[config.mk]
export PLATFORM = sky130hd
export DESIGN_NAME = instr_sequencer
export DESIGN_NICKNAME = d
export VERILOG_FILES = /design/src/rtl/instr_sequencer.sv
export SDC_FILE = /design/constraint.sdc
export NUM_CORES = 1
export LEC_CHECK = 0
export CAP_MARGIN = 20
export CELL_PAD_IN_SITES_DETAIL_PLACEMENT = 2
export CELL_PAD_IN_SITES_GLOBAL_PLACEMENT = 2
export CORE_MARGIN = 2
export CORE_UTILIZATION = 21
export CTS_CLUSTER_SIZE = 28
export DETAILED_ROUTE_END_ITERATION = 8
export PLACE_DENSITY_LB_ADDON = 0.08
export SYNTH_ARGS = -nofsm -noshare
export SYNTH_HDL_FRONTEND = slang
export SYNTH_SLANG_ARGS = --single-unit
[constraint.sdc]
create_clock -name clk -period 2.85 [get_ports clk]
set_clock_uncertainty 0.2 [all_clocks]
set_input_delay 0.7125 -clock clk [delete_from_list [all_inputs] [get_ports clk]]
set_output_delay 0.7125 -clock clk [all_outputs]
set_load 0.05 [all_outputs]
[src/rtl/instr_sequencer.sv]
// Moore control sequencer: fetch (T0-T2) and execute (T3-T6) strobes for ALU/MUL/DIV ops.
// Optional macro SEQ_MEM_WAIT_EN adds mem_rdy, which stretches T1 until memory is ready.
module instr_sequencer #(
    parameter int IR_W   = 32,
    parameter int OP_MSB = 31,
    parameter int CNT_W  = 16
) (
    input  logic             clk,
    input  logic             clr,
    input  logic             run,
    input  logic [IR_W-1:0]  ir,
`ifdef SEQ_MEM_WAIT_EN
    input  logic             mem_rdy,
`endif
    output logic             PCout,
    output logic             MARin,
    output logic             IncPC,
    output logic             Zin,
    output logic             Zlowout,
    output logic             Zhighout,
    output logic             PCin,
    output logic             Read,
    output logic             MDRin,
    output logic             MDRout,
    output logic             IRin,
    output logic             Yin,
    output logic             Gra,
    output logic             Grb,
    output logic             Grc,
    output logic             Rin,
    output logic             Rout,
    output logic             MUL,
    output logic             DIV,
    output logic             LOin,
    output logic             HIin,
    output logic [2:0]       alu_op,
    output logic             done,
    output logic             illegal,
    output logic [CNT_W-1:0] inst_cnt,
    output logic [3:0]       dbg_state
);

    typedef enum logic [3:0] {
        S_IDLE, S_T0, S_T1, S_T2, S_T3, S_T4, S_T5, S_T6, S_DONE
    } state_t;

    localparam logic [2:0] OP_ADD = 3'd0;
    localparam logic [2:0] OP_SUB = 3'd1;
    localparam logic [2:0] OP_AND = 3'd2;
    localparam logic [2:0] OP_OR  = 3'd3;
    localparam logic [2:0] OP_MUL = 3'd4;
    localparam logic [2:0] OP_DIV = 3'd5;

    state_t             state_q, state_d;
    logic [2:0]         op_q, op_d;
    logic               ill_q, ill_d;
    logic [CNT_W-1:0]   cnt_q, cnt_d;
    logic [2:0]         dec_op;
    logic               dec_ill;
    logic               unused_ir;

    // Only the opcode field matters here; the register fields go to the datapath.
    assign unused_ir = ^ir;

    always_comb begin
        dec_op  = OP_ADD;
        dec_ill = 1'b0;
        case (ir[OP_MSB -: 5])
            5'b00011: dec_op = OP_ADD;
            5'b00100: dec_op = OP_SUB;
            5'b00101: dec_op = OP_AND;
            5'b00110: dec_op = OP_OR;
            5'b01110: dec_op = OP_MUL;
            5'b01111: dec_op = OP_DIV;
            default:  dec_ill = 1'b1;
        endcase
    end

    always_ff @(posedge clk or posedge clr) begin
        if (clr) begin
            state_q <= S_IDLE;
            op_q    <= 3'd0;
            ill_q   <= 1'b0;
            cnt_q   <= '0;
        end else begin
            state_q <= state_d;
            op_q    <= op_d;
            ill_q   <= ill_d;
            cnt_q   <= cnt_d;
        end
    end

    always_comb begin
        state_d  = state_q;
        op_d     = op_q;
        ill_d    = ill_q;
        cnt_d    = cnt_q;
        PCout    = 1'b0;
        MARin    = 1'b0;
        IncPC    = 1'b0;
        Zin      = 1'b0;
        Zlowout  = 1'b0;
        Zhighout = 1'b0;
        PCin     = 1'b0;
        Read     = 1'b0;
        MDRin    = 1'b0;
        MDRout   = 1'b0;
        IRin     = 1'b0;
        Yin      = 1'b0;
        Gra      = 1'b0;
        Grb      = 1'b0;
        Grc      = 1'b0;
        Rin      = 1'b0;
        Rout     = 1'b0;
        MUL      = 1'b0;
        DIV      = 1'b0;
        LOin     = 1'b0;
        HIin     = 1'b0;
        alu_op   = 3'd0;
        done     = 1'b0;
        illegal  = 1'b0;
        case (state_q)
            S_IDLE: if (run) state_d = S_T0;
            S_T0: begin
                PCout = 1'b1; MARin = 1'b1; IncPC = 1'b1; Zin = 1'b1;
                state_d = S_T1;
            end
            S_T1: begin
                Zlowout = 1'b1; PCin = 1'b1; Read = 1'b1; MDRin = 1'b1;
`ifdef SEQ_MEM_WAIT_EN
                if (mem_rdy) state_d = S_T2;
`else
                state_d = S_T2;
`endif
            end
            S_T2: begin
                MDRout = 1'b1; IRin = 1'b1;
                state_d = S_T3;
            end
            S_T3: begin
                // IR is loaded by the end of T2, so the opcode is stable here.
                Grb = 1'b1; Rout = 1'b1; Yin = 1'b1;
                op_d  = dec_op;
                ill_d = dec_ill;
                state_d = dec_ill ? S_DONE : S_T4;
            end
            S_T4: begin
                Grc = 1'b1; Rout = 1'b1; Zin = 1'b1;
                alu_op = op_q;
                MUL = (op_q == OP_MUL);
                DIV = (op_q == OP_DIV);
                state_d = S_T5;
            end
            S_T5: begin
                Zlowout = 1'b1;
                if (op_q == OP_MUL || op_q == OP_DIV) begin
                    LOin = 1'b1;
                    state_d = S_T6;
                end else begin
                    Gra = 1'b1; Rin = 1'b1;
                    state_d = S_DONE;
                end
            end
            S_T6: begin
                Zhighout = 1'b1; HIin = 1'b1;
                state_d = S_DONE;
            end
            S_DONE: begin
                done    = 1'b1;
                illegal = ill_q;
                if (!ill_q) cnt_d = cnt_q + 1'b1;
                state_d = S_IDLE;
            end
            default: state_d = S_IDLE;
        endcase
    end

    assign inst_cnt  = cnt_q;
    assign dbg_state = state_q;

endmodule

==> flow_metrics.py <==
metrics = {
    "synth": {
        "synthDistinctLibCells": 36,
        "ys.flop_type": "dfrtp_1",
        "synth-seq-area-share_pct": 43.8,
        "synth_top_area_share_pct": 43.8,
        "syn_area_per_cell_um2": 10.0,
        "syn-instance-count": 137,
        "synth_seq_cells": 24,
        "synth_async_sr_flop_share_pct": 100,
        "syn-num-nets": 173,
        "synthTopCellsByArea": "dfrtp_1 (44%), xnor2_1 (7.0%), buf_4 (4.4%)",
        "synth.most_common_cell": "dfrtp_1",
        "ys_top_cells_by_count": "dfrtp_1 (24), nand2_1 (12), xnor2_1 (11)",
        "syn_area_um2": 1370,
        "synth_top_area_cell": "dfrtp_1",
        "synth_edf_count": 0,
        "yosys_warnings": 0,
    },
    "cells_and_area": {
        "nets": 223,
        "diodes": 0,
        "design_area_um2": 2220,
        "final_core_util_pct": 34.9,
        "multiInputGateArea_um2": 727,
        "fillers": 659,
        "syn_to_final_growth_pct": 61.5,
        "drive_above_1_share_pct": 31.2,
        "ff_latch_area_um2": 604,
    },
    "cts": {
        "cts_tree": "yes",
        "postCtsSetupBuffers": 0,
        "clk_path_buf_depth": 2,
        "postCtsHoldBufs": 0,
        "cts_root_buf": "clkbuf_8",
        "postCtsResizedCells": 1,
        "insertion_delay_ns": 0.27,
        "cts_buffers": 3,
        "clock_sinks": 24,
        "cts_max_level": 1,
        "path_clk_slew_ns": 0.09,
    },
    "timing": {
        "fin_setup_tns_ns": 0,
        "period_share_pct": 97.3,
        "tightest_slew_ns": 0.530,
        "drv_slew": 0,
        "fmax_mhz": 361,
        "finalHoldViolCount": 0,
        "rsz0062_at_grt": "no",
        "fin_crit_ns": 2.77,
        "setup_viol": 0,
        "slew_headroom_pct": 64.5,
    },
    "route": {
        "wirelength_um": 4020,
        "drcViolationCount": 0,
        "initialDrtViolationCount": 20,
        "num_vias": 1183,
        "postRouteAntennaNets": 0,
        "first_pass_iters": 2,
        "wire_per_inst_um": 15.3,
        "viasPerCell": 4.50,
    },
    "floorplanning": {
        "die_w_um": 84.8,
        "fp.dieArea_um2": 7200,
        "row_count": 29,
        "pin_count": 81,
        "start_util_pct": 21.6,
        "die_h_um": 84.8,
        "core_area_um2": 6350,
    },
    "critical_path": {
        "crit_cells": 4,
        "arrival_ns": 1.86,
        "rrSetupSlack_ns": 0.67,
        "cp-end-kind": "output port",
        "rr_worst_depth": 4,
        "critPathBufInv": 2,
        "cp_cell_sequence": "or4b_4 > clkinvlp_4 > and2_4 > buf_12",
        "critPathMaxFanout": 12,
        "crit_family": "simple AND/OR/NAND/NOR gates",
        "slowest_stage": "or4b_4",
        "start_kind": "flip-flop",
        "crit_type": "flip-flop to output port",
        "cpPeakStageDelay_ns": 0.66,
        "cp.required_ns": 1.94,
    },
    "power": {
        "powerDensity_nw_per_um2": 903,
        "total_power_uw": 2000,
        "leakage_uw": 0.000936,
        "peakVddDrop_uv": 608,
    },
    "outcome": {
        "status": "completed",
    },
    "global_route": {
        "grt_start_max_net_pins": 16,
        "grt_pass1_vias": 1304,
        "antenna_found_initial": 0,
        "grt_pass1_wl_um": 6730,
        "gr-total-overflow": 0,
        "grt_usage_pct": 11.5,
    },
    "run": {
        "cap_violations": 0,
    },
    "placement": {
        "place_hpwl_um": 3210,
        "place_area_um2": 2140,
        "routabilityCongestion": 0.652,
        "io_buffers": 53,
    },
    "hold_path": {
        "whs_path_depth": 1,
        "hp-class": "flip-flop to flip-flop",
    },
}
layout by cell type, fill, tap and decap left out, drive strengths merged, types with 2 or more instances in the layout:
cell	Yosys	layout
nand3b	2	2
nor3b	3	3
nor2b	4	4
nand2	12	12
nand2b	7	7
and2	6	6
xor2	5	5
dfrtp	24	24
xnor2	11	11
nor3	4	4
clkbuf	3	3
nor4	2	2
or4b	2	2
buf	10	31
o41ai	2	2
a21oi	3	3
nand4	3	3
clkdlybuf4s50	0	27
nand3	5	5
inv	3	2
or3	2	2
nor2	7	7
o21ai	4	4
and4	2	2
registers in the layout, indices dropped and copies added (netlist names):
name	flops
ill_q	1
inst_cnt	16
op_q	3
dbg_state	4
worst paths after layout:
path,to,from
max,illegal,dbg_state[1]
min,inst_cnt[15],inst_cnt[15]
max reg2reg,inst_cnt[15],dbg_state[1]
min reg2reg,inst_cnt[15],inst_cnt[15]
max in group asynchronous,inst_cnt[9],clr
min in group asynchronous,op_q[2],clr
metal layers:
metal / vias up / wire [µm] / part of all wire, % / GRT usage [%]
met3: 2 / 136 / 3.4 / 1.75
met2: 30 / 2210 / 55 / 21.3
met4: 0 / 38 / 0.94 / 3.03
met1: 592 / 1640 / 41 / 14.0
li1: 559 / - / - / -
met5: - / 0 / 0 / 0
power breakdown:
part	internal, µW	total (µW)	switching (µW)
Combinational	448	1180	729
Clock	188	303	116
Sequential	405	523	118
worst reg2reg max path, delay by kind of cell (launching register included):
family,cells,cell delay [ns]
xor+xnor,1,0.16
flops,1,0.50
simple gates,3,1.22
kinds of logic (layout without fill, tap and decap cells):
| family | after synthesis | count (layout) | share of synthesized area (%) |
|---|---|---|---|
| buffers and inverters | 16 | 65 | 7.66 |
| XOR/XNOR | 16 | 16 | 10.2 |
| AO/OA/AOI/OAI | 14 | 14 | 6.66 |
| flip-flops | 24 | 24 | 43.8 |
| multiplexers | 2 | 2 | 1.55 |
| adder cells (fa/ha/maj) | 1 | 1 | 0.911 |
| AND/OR/NAND/NOR | 64 | 64 | 29.3 |
final cells by class:
type                    instances  share of cell area [%]
multi-input cells              97                    32.8
repair buffers                 58                    31.7
flip-flops and latches         24                    27.3
well taps                      77                    4.35
clock buffers                   3                    1.86
clock inverters                 1                    1.35
inverters                       3                   0.677
stage by stage:
step | setup WS (ns) | hold slack [ns] | cells
after global routing | 0.00392 | 0.351 | 263
after CTS | 0.000156 | 0.306 | 263
after floorplan | -0.114 | 0.248 | 137
final | 0.0764 | 0.296 | 263
after global placement | 0.113 | 0.274 | 259
after detailed placement | 0.0723 | 0.287 | 259
Power figures use the tool's default switching activity.
